$ cat src/rtl/maxpool_stream.sv
// ---------------------------------------------------------------------------
// maxpool_stream
//   Streaming max-pool engine. Reduces every WINDOW consecutive accepted beats
//   of LANES parallel DATA_W-bit activations to one maximum per lane.
//   Ties keep the earliest beat (a lane is replaced only on a strictly greater
//   value). The result is registered and appears the cycle after the window's
//   last beat is accepted.
//
// Configuration macro:
//   MAXPOOL_ARGMAX_EN - when defined, out_idx carries the per-lane beat index
//                       of the winning element, registered with out_data.
//                       When undefined, out_idx is tied to 0 and no index
//                       registers exist.
//
// Ports:
//   clk        in   clock, rising edge
//   rst        in   asynchronous reset, active-high
//   clear      in   synchronous abort of the partial window
//   in_valid   in   input beat valid
//   in_ready   out  input beat accepted when in_valid & in_ready
//   in_data    in   LANES*DATA_W, lane k = in_data[k*DATA_W +: DATA_W]
//   out_valid  out  pooled result valid
//   out_ready  in   downstream accepts when out_valid & out_ready
//   out_data   out  LANES*DATA_W per-lane max, same packing as in_data
//   out_idx    out  LANES*$clog2(WINDOW) per-lane argmax beat index
// ---------------------------------------------------------------------------
module maxpool_stream #(
  parameter int DATA_W = 8,
  parameter int WINDOW = 4,
  parameter int LANES  = 1,
  parameter int SIGNED = 0,
  localparam int IDX_W = $clog2(WINDOW)
) (
  input  logic                      clk,
  input  logic                      rst,
  input  logic                      clear,
  input  logic                      in_valid,
  output logic                      in_ready,
  input  logic [LANES*DATA_W-1:0]   in_data,
  output logic                      out_valid,
  input  logic                      out_ready,
  output logic [LANES*DATA_W-1:0]   out_data,
  output logic [LANES*IDX_W-1:0]    out_idx
);

  localparam logic [IDX_W-1:0] LAST_CNT = IDX_W'(WINDOW - 1);

  logic [IDX_W-1:0]        cnt_q, cnt_d;
  logic [LANES*DATA_W-1:0] acc_q, acc_d;
  logic                    out_valid_q, out_valid_d;
  logic [LANES*DATA_W-1:0] out_data_q, out_data_d;

  logic                    last_beat;
  logic                    accept;
  logic                    out_fire;
  logic                    complete;
  logic [LANES-1:0]        take;
  logic [LANES*DATA_W-1:0] merged_data;

  // Magnitude compare honouring the configured signedness.
  function automatic logic is_greater(input logic [DATA_W-1:0] a,
                                      input logic [DATA_W-1:0] b);
    logic gt;
    if (SIGNED != 0) begin
      gt = ($signed(a) > $signed(b));
    end else begin
      gt = (a > b);
    end
    return gt;
  endfunction

  assign last_beat = (cnt_q == LAST_CNT);
  // Only the completing beat can stall, and only behind a blocked result.
  assign in_ready  = !clear && !(last_beat && out_valid_q && !out_ready);
  assign accept    = in_valid && in_ready;
  assign out_fire  = out_valid_q && out_ready;
  assign complete  = accept && last_beat;

  // Per-lane decision: first beat of a window always loads, later beats
  // replace only on a strictly larger value.
  always_comb begin
    take        = '0;
    merged_data = acc_q;
    for (int k = 0; k < LANES; k++) begin
      if ((cnt_q == '0) ||
          is_greater(in_data[k*DATA_W +: DATA_W], acc_q[k*DATA_W +: DATA_W])) begin
        take[k]                        = 1'b1;
        merged_data[k*DATA_W +: DATA_W] = in_data[k*DATA_W +: DATA_W];
      end else begin
        take[k]                        = 1'b0;
        merged_data[k*DATA_W +: DATA_W] = acc_q[k*DATA_W +: DATA_W];
      end
    end
  end

  // Next-state for beat counter, accumulator and the output register.
  always_comb begin
    cnt_d       = cnt_q;
    acc_d       = acc_q;
    out_valid_d = out_valid_q;
    out_data_d  = out_data_q;

    if (clear) begin
      cnt_d = '0;
    end else if (accept) begin
      acc_d = merged_data;
      if (last_beat) begin
        cnt_d = '0;
      end else begin
        cnt_d = cnt_q + IDX_W'(1);
      end
    end else begin
      cnt_d = cnt_q;
    end

    // A completion reloads the output even when the old result fires in the
    // same cycle, so back-to-back windows leave no bubble.
    if (complete) begin
      out_valid_d = 1'b1;
      out_data_d  = merged_data;
    end else if (out_fire) begin
      out_valid_d = 1'b0;
    end else begin
      out_valid_d = out_valid_q;
    end
  end

  // State registers.
  always_ff @(posedge clk or posedge rst) begin
    if (rst) begin
      cnt_q       <= '0;
      acc_q       <= '0;
      out_valid_q <= 1'b0;
      out_data_q  <= '0;
    end else begin
      cnt_q       <= cnt_d;
      acc_q       <= acc_d;
      out_valid_q <= out_valid_d;
      out_data_q  <= out_data_d;
    end
  end

  assign out_valid = out_valid_q;
  assign out_data  = out_data_q;

`ifdef MAXPOOL_ARGMAX_EN
  logic [LANES*IDX_W-1:0] idx_acc_q, idx_acc_d;
  logic [LANES*IDX_W-1:0] out_idx_q, out_idx_d;
  logic [LANES*IDX_W-1:0] merged_idx;

  // Winning beat index follows the same take decision as the data.
  always_comb begin
    merged_idx = idx_acc_q;
    for (int k = 0; k < LANES; k++) begin
      if (take[k]) begin
        merged_idx[k*IDX_W +: IDX_W] = cnt_q;
      end else begin
        merged_idx[k*IDX_W +: IDX_W] = idx_acc_q[k*IDX_W +: IDX_W];
      end
    end
  end

  // Next-state for the index accumulator and registered index output.
  always_comb begin
    idx_acc_d = idx_acc_q;
    out_idx_d = out_idx_q;
    if (accept) begin
      idx_acc_d = merged_idx;
    end else begin
      idx_acc_d = idx_acc_q;
    end
    if (complete) begin
      out_idx_d = merged_idx;
    end else begin
      out_idx_d = out_idx_q;
    end
  end

  // Index registers.
  always_ff @(posedge clk or posedge rst) begin
    if (rst) begin
      idx_acc_q <= '0;
      out_idx_q <= '0;
    end else begin
      idx_acc_q <= idx_acc_d;
      out_idx_q <= out_idx_d;
    end
  end

  assign out_idx = out_idx_q;
`else
  assign out_idx = '0;
`endif

endmodule

$ cat config.mk
export PLATFORM = sky130hd
export DESIGN_NAME = maxpool_stream
export DESIGN_NICKNAME = d
export VERILOG_FILES = /design/src/rtl/maxpool_stream.sv
export SDC_FILE = /design/constraint.sdc
export NUM_CORES = 1
export LEC_CHECK = 0
export ABC_AREA = 1
export BUFFER_PORTS_ARGS = -buffer_cell sky130_fd_sc_hd__buf_2
export CAP_MARGIN = 10
export CORE_ASPECT_RATIO = 1.75
export CORE_MARGIN = 3
export CORE_UTILIZATION = 48
export CTS_BUF_LIST = sky130_fd_sc_hd__clkbuf_16
export DETAILED_ROUTE_END_ITERATION = 7
export GPL_TIMING_DRIVEN = 0
export PLACE_DENSITY = 0.75
export SLEW_MARGIN = 25
export SYNTH_ARGS = -nofsm -noshare
export SYNTH_HDL_FRONTEND = slang
export SYNTH_SLANG_ARGS = --single-unit
$ cat constraint.sdc
create_clock -name clk -period 1.5 [get_ports clk]
set_input_delay 0.3 -clock clk [delete_from_list [all_inputs] [get_ports clk]]
set_output_delay 0.3 -clock clk [all_outputs]
set_load 0.02 [all_outputs]
==> results of run 1 <==
[logic make-up after synthesis]
family,Yosys count,synth area share (%)
AO/OA/AOI/OAI,7,4.74
adder cells (fa/ha/maj),10,10.8
buffers and inverters,29,11.3
flip-flops,19,40.9
other,1,0.323
AND/OR/NAND/NOR,85,32.0
[sequential cells by signal, summed over array words and instances (netlist names)]
| name | cells |
|---|---|
| cnt_q | 2 |
| out_valid | 1 |
| out_data | 8 |
| acc_q | 8 |
[critical path, stage by stage (launching register included)]
cell and delay [ps]:
dfrtp_1 380, inv_2 70, ha_4 280, nand2_4 50, nor2_4 90, nand4_1 180, nand2_4 210, nand2_8 120
nand2_4 120, nand3_2 60, nand2_1 70
[area by class of cell]
cell class	count	area, sq um
well taps	25	31.3
clock inverters	1	5.00
repair buffers	28	186
plain buffers	3	30.0
inverters	26	105
clock buffers	3	75.1
multi-input cells	105	786
fillers	154	608
flip-flops and latches	19	475
[cell usage after synthesis (all sizes together)]
cell / instances / area [sq um]
a21boi: 1 / 11.3
a21o: 1 / 7.51
a21oi: 2 / 10.0
a31oi: 1 / 12.5
buf: 3 / 26.3
clkinv: 2 / 12.5
conb: 1 / 3.75
dfrtp: 19 / 475
ha: 10 / 125
inv: 24 / 92.6
nand2: 56 / 225
nand3: 24 / 120
nand4: 1 / 6.26
nor2: 3 / 11.3
o21ai: 2 / 13.8
or2: 1 / 8.76
[metal layers]
layer | vias up | part of all wire, %
met3 | 8 | 3.2
li1 | 540 | -
met1 | 517 | 37
met4 | 0 | 1.5
met5 | - | 0
met2 | 33 | 58
[stage by stage]
step | hold WS, ps | utilization, % | total power, mW | worst slack, ps
floorplan | 251 | - | 1.59 | 4.38
global placement | 449 | 57.2 | 1.84 | -209
detailed placement | 453 | 57.2 | 1.89 | -258
CTS | 186 | 69.5 | 2.80 | -134
global route | 213 | 73.6 | 3.16 | -290
finish | 159 | 73.6 | 2.98 | -185
[worst paths after layout]
check	from	end	slack (ps)
setup / recovery	acc_q[7]	acc_q[4]	-180
hold / removal	rst	acc_q[2]	160
setup reg to reg	acc_q[7]	acc_q[4]	-180
hold reg to reg	out_data[3]	out_data[3]	480
max in group asynchronous	rst	out_data[6]	880
min in group clk	out_ready	out_valid	330
[power breakdown]
group	internal, mW	leakage [nW]	switching (mW)
combinational	0.591	0.633	0.995
sequential	0.707	0.240	0.131
clock	0.358	0.0409	0.197
total	1.66	0.914	1.32
[repair_timing]
item                       in CTS  in global routing
cloned                          1                  1
pin swaps                      16                  6
setup endpoints to repair      19                 19
gates resized for setup        40                 13
buffers inserted                3                  2
hold endpoints to repair        0                  0
==> flow_summary.ini, run 1 <==
[timing]
slew_viol_final = 0
rsz0062_at_grt = true
setup_viol = 17
hold_violations = 0
max_slew_margin_pct = 51.7
fin_ws_ps = -185
fin_crit_sh_pct = 112
period_minus_slack_ps = 1680
worstMarginPinSlew_ps = 724
tns_ps = -2770
skew_ps = 3.41
max_freq_mhz = 594

[floorplanning]
fp.dieW_um = 43.2
coreArea_sq_um = 2300
die_h_um = 71.1
rows = 23
dieArea_sq_um = 3070
start_util_pct = 50.5
ioPinCount = 25

[outcome]
outcome = complete, but fails checks
violations = setup timing

[grt]
first_global_vias = 1152
busiest_layer = met2
use_met2_pct = 41.0
use_met3_pct = 3.82
grt_pass1_wl_um = 5240
met1_usage_pct = 24.8
antenna_found_initial = 0
grt_max_degree = 20
grt_use_total_pct = 22.5
grt-ovfl-total = 0

[routing]
ant_nets = 0
remaining_drc_errors = 0
drtIter0Drc = 35
dr.pass1.iters = 4
wl_per_cell_um = 15.4
wirelength_um = 3240
viasPerCell = 5.23
dr_total_vias = 1098

[clock_network]
cts_buffers = 3
cts_sinks = 19
clk_latency_ps = 250
root_buffer = clkbuf_16
clockBufferDepth = 2
cts_hold_repair.buffers = 0
clkSlewWorstSetupHoldPaths_ps = 60
cts_htree_levels = 1
cts_tree = built

[run]
max_cap_viol_count = 0

[finish]
drive_above_1_share_pct = 44.9
nets = 209
final_cell_mix = 40 x nand2_1, 21 x buf_2, 19 x dfrtp_1
layout_commonest_cell = nand2_1
instances_no_fill = 210
synthToLayoutAreaGrowth_pct = 45.7
final_area_sq_um = 1690
antennaDiodeCount = 0

[hold_path]
min_path_type = in -> async

[worst_setup_path]
endpoint_kind = flip-flop
crit_fanout = 8
cp-start-kind = flip-flop
crit_type = reg -> reg
r2r.worst_path.cells = 10
arrival_ps = 1870
required_ps = 1690

[place]
place.gp.congestion = 0.771
dp_hpwl_um = 1920
placed_area_sq_um = 1320
dpl.cell_count = 199
io_buffers = 22

[power_and_ir_drop]
ir_drop_mv = 0.973
p_leak_nw = 0.914
power_per_cell_area_nw_per_um2 = 1760

[synth]
ys_warn_count = 0
synth_area_sq_um = 1160
ys_ff_latch = 19
avgSynthCellArea_sq_um = 7.70
ys_types = 22
ys_seq_area_share_pct = 40.9
syn_inst = 151
No activity file was read; power rests on OpenSTA's default activity.
==> run 2, diff against run 1 <==
ABC_AREA = 0   (was 1)
PLACE_DENSITY = 0.74   (was 0.75)
==> run 2 against run 1 <==
Compared with the run above: the flow still finishes with violations (setup timing); combinational power rose by 20%; critical path depth fell by 2; global-route usage fell by 0.18 points; die area rose by 1.7%; setup slack got worse by 380 ps; sequential power rose by 2%; sequential cell count did not move; register-to-register slack got worse by 380 ps; core utilization rose by 5.7 points; largest power group unchanged.
==> flow_summary.ini, run 2 <==
[clock_network]
clockBufferDepth = 2
cts_sinks = 19
root_buffer = clkbuf_16
cts_buffers = 3
cts_hold_repair.buffers = 0
cts_htree_levels = 1
clk_latency_ps = 250
cts_tree = built
clkSlewWorstSetupHoldPaths_ps = 50

[synth]
synth_common_cells = 19 x dfrtp_1, 13 x inv_1, 10 x ha_1
ys_ff_latch = 19
netlist.area_leader.share_pct = 40.1
ys_types = 34
avgSynthCellArea_sq_um = 10.6
synth-main-ff-cell = dfrtp_1
synth_edf_count = 0
yosysMostFrequentCell = dfrtp_1
synth_area_sq_um = 1180
async_flop_share_pct = 100
yosysTopAreaCell = dfrtp_1
syn_inst = 112
ys_seq_area_share_pct = 40.1
ys_warn_count = 0
synth.area.top_cells = dfrtp_1 40%, ha_1 11%, mux2_2 7.6%

[routing]
dr_total_vias = 1140
dr.pass1.iters = 4
wl_per_cell_um = 19.4
viasPerCell = 6.10
drtIter0Drc = 42
ant_nets = 0
remaining_drc_errors = 0
wirelength_um = 3630

[worst_setup_path]
r2r.worst_path.cells = 8
rr_startpoint = acc_q[3]
cp-start-kind = flip-flop
cpPeakStageDelay_ps = 360
r2r_setup_slack_ps = -560
path_cells = inv_2 > ha_4 > nand4_1 > or2_1 > and2_4 > buf_6 > o41ai_1 > o22a_1
endpoint_kind = flip-flop
required_ps = 1690
worstReg2RegEnd = out_data[2]
arrival_ps = 2250
cp_slowest_cell = dfrtp_1
crit_type = reg -> reg
crit_fanout = 10

[finish]
antennaDiodeCount = 0
final_area_sq_um = 1850
layout_commonest_cell = buf_4
nets = 186
final_cell_mix = 24 x buf_4, 22 x buf_2, 17 x dfrtp_1
nFillCells = 135
drive_above_1_share_pct = 61.1
synthToLayoutAreaGrowth_pct = 56.1

[hold_path]
min_path_type = in -> async

[floorplanning]
rows = 23
fp.dieW_um = 43.6
die_h_um = 71.7
start_util_pct = 50.8
dieArea_sq_um = 3120
coreArea_sq_um = 2330
ioPinCount = 25

[timing]
worstMarginPinSlew_ps = 735
fin_ws_ps = -564
skew_ps = 1.03
fin_crit_sh_pct = 138
max_slew_margin_pct = 51.0
slew_viol_final = 0
setup_viol = 17
hold_violations = 0
tns_ps = -8610
period_minus_slack_ps = 2060
max_freq_mhz = 484
rsz0062_at_grt = true

[grt]
grt-ovfl-total = 0
grt_use_total_pct = 22.3
grt_pass1_wl_um = 5290
first_global_vias = 1163
antenna_found_initial = 0
grt_max_degree = 20

[place]
dp_hpwl_um = 1970
io_buffers = 22
place.gp.congestion = 0.811
placed_area_sq_um = 1420

[power_and_ir_drop]
pwr-share-comb_pct = 57.8
power_per_cell_area_nw_per_um2 = 1790
sw_frac_of_total_pct = 38.3
pwr-share-clk_pct = 16.5
p_leak_nw = 0.842
ir_drop_mv = 1.03
p_seq_share_pct = 25.7
internal_power_mw = 2.04
p_sw_mw = 1.27

[run]
max_cap_viol_count = 0

[outcome]
outcome = complete, but fails checks
violations = setup timing
## run 2: changes by cell type after synthesis, moves of 7 or more
cell,previous run,this run
o22a_1,0,7
o31a_1,0,7
mux2_2,0,8
o41ai_1,0,7
nand3_1,24,0
inv_1,23,13
nand2_1,52,2
## run 2: stage by stage
step                      total power [mW]  utilization [%]  instances  setup slack, ps  hold slack, ps
after floorplan                       1.77                -        113             -407             251
after global placement                2.04             60.8        160             -598             446
after detailed placement              2.09             60.8        160             -643             452
after CTS                             2.98             74.1        182             -502             184
after global routing                  3.48             79.3        187             -660             215
final                                 3.31             79.3        187             -564             166
## run 2: how the worst max path moves through the flow
stage                     cells past startpoint          end      from
final                                         8  out_data[2]  acc_q[3]
after global routing                          8  out_data[2]  acc_q[3]
after CTS                                     8  out_data[0]  acc_q[1]
after detailed placement                      6     acc_q[5]  cnt_q[0]
after global placement                        6     acc_q[5]  cnt_q[0]
after floorplan                               8  out_data[7]  acc_q[3]
## run 2: cells by family (layout without fill, tap and decap cells)
kind of cell / count (synthesis) / count (layout) / share of synthesized area, %
mux: 8 / 8 / 7.60
other cells: 1 / 2 / 0.316
flops: 19 / 19 / 40.1
simple gates: 18 / 18 / 9.61
compound gates: 34 / 34 / 23.3
buf+inv: 22 / 71 / 8.45
fa+ha+maj: 10 / 10 / 10.6
## run 2: layer usage
metal / vias to the layer above / GRT usage, % / part of all wire [%]
met4: 0 / 9.73 / 1.9
met3: 8 / 3.27 / 3.8
met1: 579 / 24.4 / 38
li1: 513 / - / -
met2: 40 / 40.6 / 57
met5: - / 0 / 0
## run 2: what timing repair did
action,CTS,global route
cloned,1,0
pin swaps,13,11
setup buffers,19,5
setup endpoints to repair,17,18
resized for setup,16,19
## run 2: layout make-up
type	count	area (sq um)	area share, %
sequential	19	478	25.8
tap	25	31.3	1.69
clock buffer	3	75.1	4.06
inverter	13	48.8	2.64
multi-input combinational	72	815	44.0
buffer	7	86.3	4.67
clock inverter	1	3.75	0.203
timing repair buffer	47	312	16.8
## run 2: critical path: cells and delay by family, from the launching register on
| family | cells | cell delay (ps) |
|---|---|---|
| AOI/OAI and AO/OA | 2 | 560 |
| adders and majority gates | 1 | 270 |
| buffers and inverters | 2 | 210 |
| DFF | 1 | 360 |
| and+or+nand+nor | 3 | 620 |
## run 2: power groups by stage
stage / clock, mW / combinational, mW / sequential, mW
final: 0.545 / 1.91 / 0.852
after global routing: 0.562 / 2.03 / 0.880
after floorplan: 0 / 0.824 / 0.947
after global placement: 0 / 1.20 / 0.835
after detailed placement: 0 / 1.24 / 0.847
after CTS: 0.554 / 1.58 / 0.842
==> run 3, diff against run 2 <==
CELL_PAD_IN_SITES_DETAIL_PLACEMENT = 0   (was default)
CELL_PAD_IN_SITES_GLOBAL_PLACEMENT = 1   (was default)
CORE_UTILIZATION = 37   (was 48)
PLACE_DENSITY = default   (was 0.74)
PLACE_DENSITY_LB_ADDON = 0.1   (was default)
REMOVE_ABC_BUFFERS = 1   (was default)
SKIP_CTS_REPAIR_TIMING = 1   (was default)
==> run 3 against run 2 <==
Compared with the run above: the flow still finishes with violations (setup timing); clock power is 0.7% higher; count of clock-buffer cells in the layout did not move; first-iteration DRC count is 76% lower; critical endpoint is now out_data[5].
==> flow_summary.ini, run 3 (synthesized netlist as in run 2, its figures left out) <==
[finish]
layout_commonest_cell = buf_2
nFillCells = 286
final_area_sq_um = 1740
nets = 166
drive_above_1_share_pct = 54.2
instances_no_fill = 184
antennaDiodeCount = 0
synthToLayoutAreaGrowth_pct = 47.0
final_cell_mix = 21 x buf_2, 19 x dfrtp_1, 9 x inv_1, 9 x ha_4

[run]
max_cap_viol_count = 0

[floorplanning]
coreArea_sq_um = 2990
die_h_um = 80.9
ioPinCount = 25
rows = 26
dieArea_sq_um = 3940
fp.dieW_um = 48.8
start_util_pct = 39.6

[timing]
hold_violations = 0
rsz0062_at_grt = true
setup_viol = 17
skew_ps = 2.55
fin_ws_ps = -476
max_freq_mhz = 506
slew_viol_final = 0
fin_crit_sh_pct = 132
max_slew_margin_pct = 49.0
worstMarginPinSlew_ps = 765
period_minus_slack_ps = 1980

[worst_setup_path]
arrival_ps = 2110
cp_slowest_cell = dfrtp_1
path_cells = inv_2 > ha_4 > nor2b_1 > o211a_1 > o21a_4 > buf_12 > o31a_1 > o22a_1
setup.worst_path.start = acc_q[1]
rr_startpoint = acc_q[1]
endpoint_kind = flip-flop
crit_type = reg -> reg
crit_fanout = 6
required_ps = 1640
cp-start-kind = flip-flop
cpPeakStageDelay_ps = 390

[power_and_ir_drop]
p_leak_nw = 0.752
ir_drop_mv = 1.07
power_per_cell_area_nw_per_um2 = 1770
sw_frac_of_total_pct = 37.6
pwr-share-clk_pct = 17.8
pwr-share-comb_pct = 55.0
p_seq_share_pct = 27.3
p_sw_mw = 1.16
internal_power_mw = 1.93
p_total_mw = 3.09

[place]
placed_area_sq_um = 1300
pre_cts_ws_ps = -793
dpl.cell_count = 168
place.gp.congestion = 0.726
dp_hpwl_um = 1850
io_buffers = 22

[routing]
wl_per_cell_um = 16.1
viasPerCell = 5.26
drtIter0Drc = 10
remaining_drc_errors = 0
dr_total_vias = 968
wirelength_um = 2960
ant_nets = 0
dr.pass1.iters = 4

[outcome]
outcome = complete, but fails checks
violations = setup timing

[clock_network]
clk_latency_ps = 250
clkSlewWorstSetupHoldPaths_ps = 60
cts_tree = built
cts_buffers = 3
root_buffer = clkbuf_16
cts_htree_levels = 1
cts_sinks = 19
clockBufferDepth = 2

[grt]
grt-ovfl-total = 0
antenna_found_initial = 0
grt_use_total_pct = 13.8
first_global_vias = 847
grt_max_degree = 20
grt_pass1_wl_um = 4220

[hold_path]
min_path_type = in -> async
-- run 3: cell count changes in the layout (fill, tap and decap cells not counted), moves of 2 or more --
cell,previous run,this run
a21oi_1,3,0
a21oi_2,0,3
buf_12,0,5
buf_4,24,8
buf_6,3,0
buf_8,2,0
dfrtp_1,17,19
dfrtp_2,2,0
ha_4,7,9
-- run 3: per-layer routing --
metal | GRT usage (%) | wire length [um] | vias up
met5 | 0 | 0 | -
met4 | 4.27 | 55 | 0
met3 | 2.20 | 83 | 6
met2 | 25.9 | 1670 | 14
met1 | 15.9 | 1150 | 478
li1 | - | - | 470
-- run 3: final timing paths --
kind | end | slack [ps] | cells past startpoint
min in group clk | acc_q[0] | 320 | 2
setup reg to reg | out_data[5] | -480 | 8
max in group asynchronous | acc_q[6] | 840 | 2
setup / recovery | out_data[5] | -480 | 8
hold reg to reg | out_data[6] | 500 | 1
hold / removal | out_valid | 180 | 2
-- run 3: power groups by stage --
stage / clock network [mW] / registers [mW] / logic [mW]
floorplan: 0 / 0.941 / 0.670
global placement: 0 / 0.825 / 1.06
detailed placement: 0 / 0.836 / 1.08
CTS: 0.562 / 0.828 / 1.09
global route: 0.585 / 0.875 / 1.84
finish: 0.549 / 0.843 / 1.70
-- run 3: through the flow --
| step | hold slack (ps) | util [%] | TNS (ps) |
|---|---|---|---|
| after global placement | 481 | 43.4 | -11430 |
| after CTS | 217 | 46.1 | -12260 |
| final | 178 | 58.2 | -7410 |
| after detailed placement | 486 | 43.4 | -12080 |
| after floorplan | 251 | - | -6220 |
| after global routing | 242 | 58.2 | -8780 |
-- run 3: cell type report --
type                    count  area [sq um]  area share (%)
clock buffers               3          75.1            4.31
clock inverters             1          3.75           0.216
inverters                  13          48.8            2.80
multi-input cells          72           821            47.1
flip-flops and latches     19           475            27.3
well taps                  42          52.6            3.02
repair buffers             34           265            15.2
-- run 3: worst max-delay path, delay by kind of cell, from the launching register on --
kind / cells / cell delay [ps]
AO/OA/AOI/OAI: 4 / 930
adder cells (fa/ha/maj): 1 / 200
AND/OR/NAND/NOR: 1 / 130
flip-flops: 1 / 390
buffers and inverters: 2 / 230
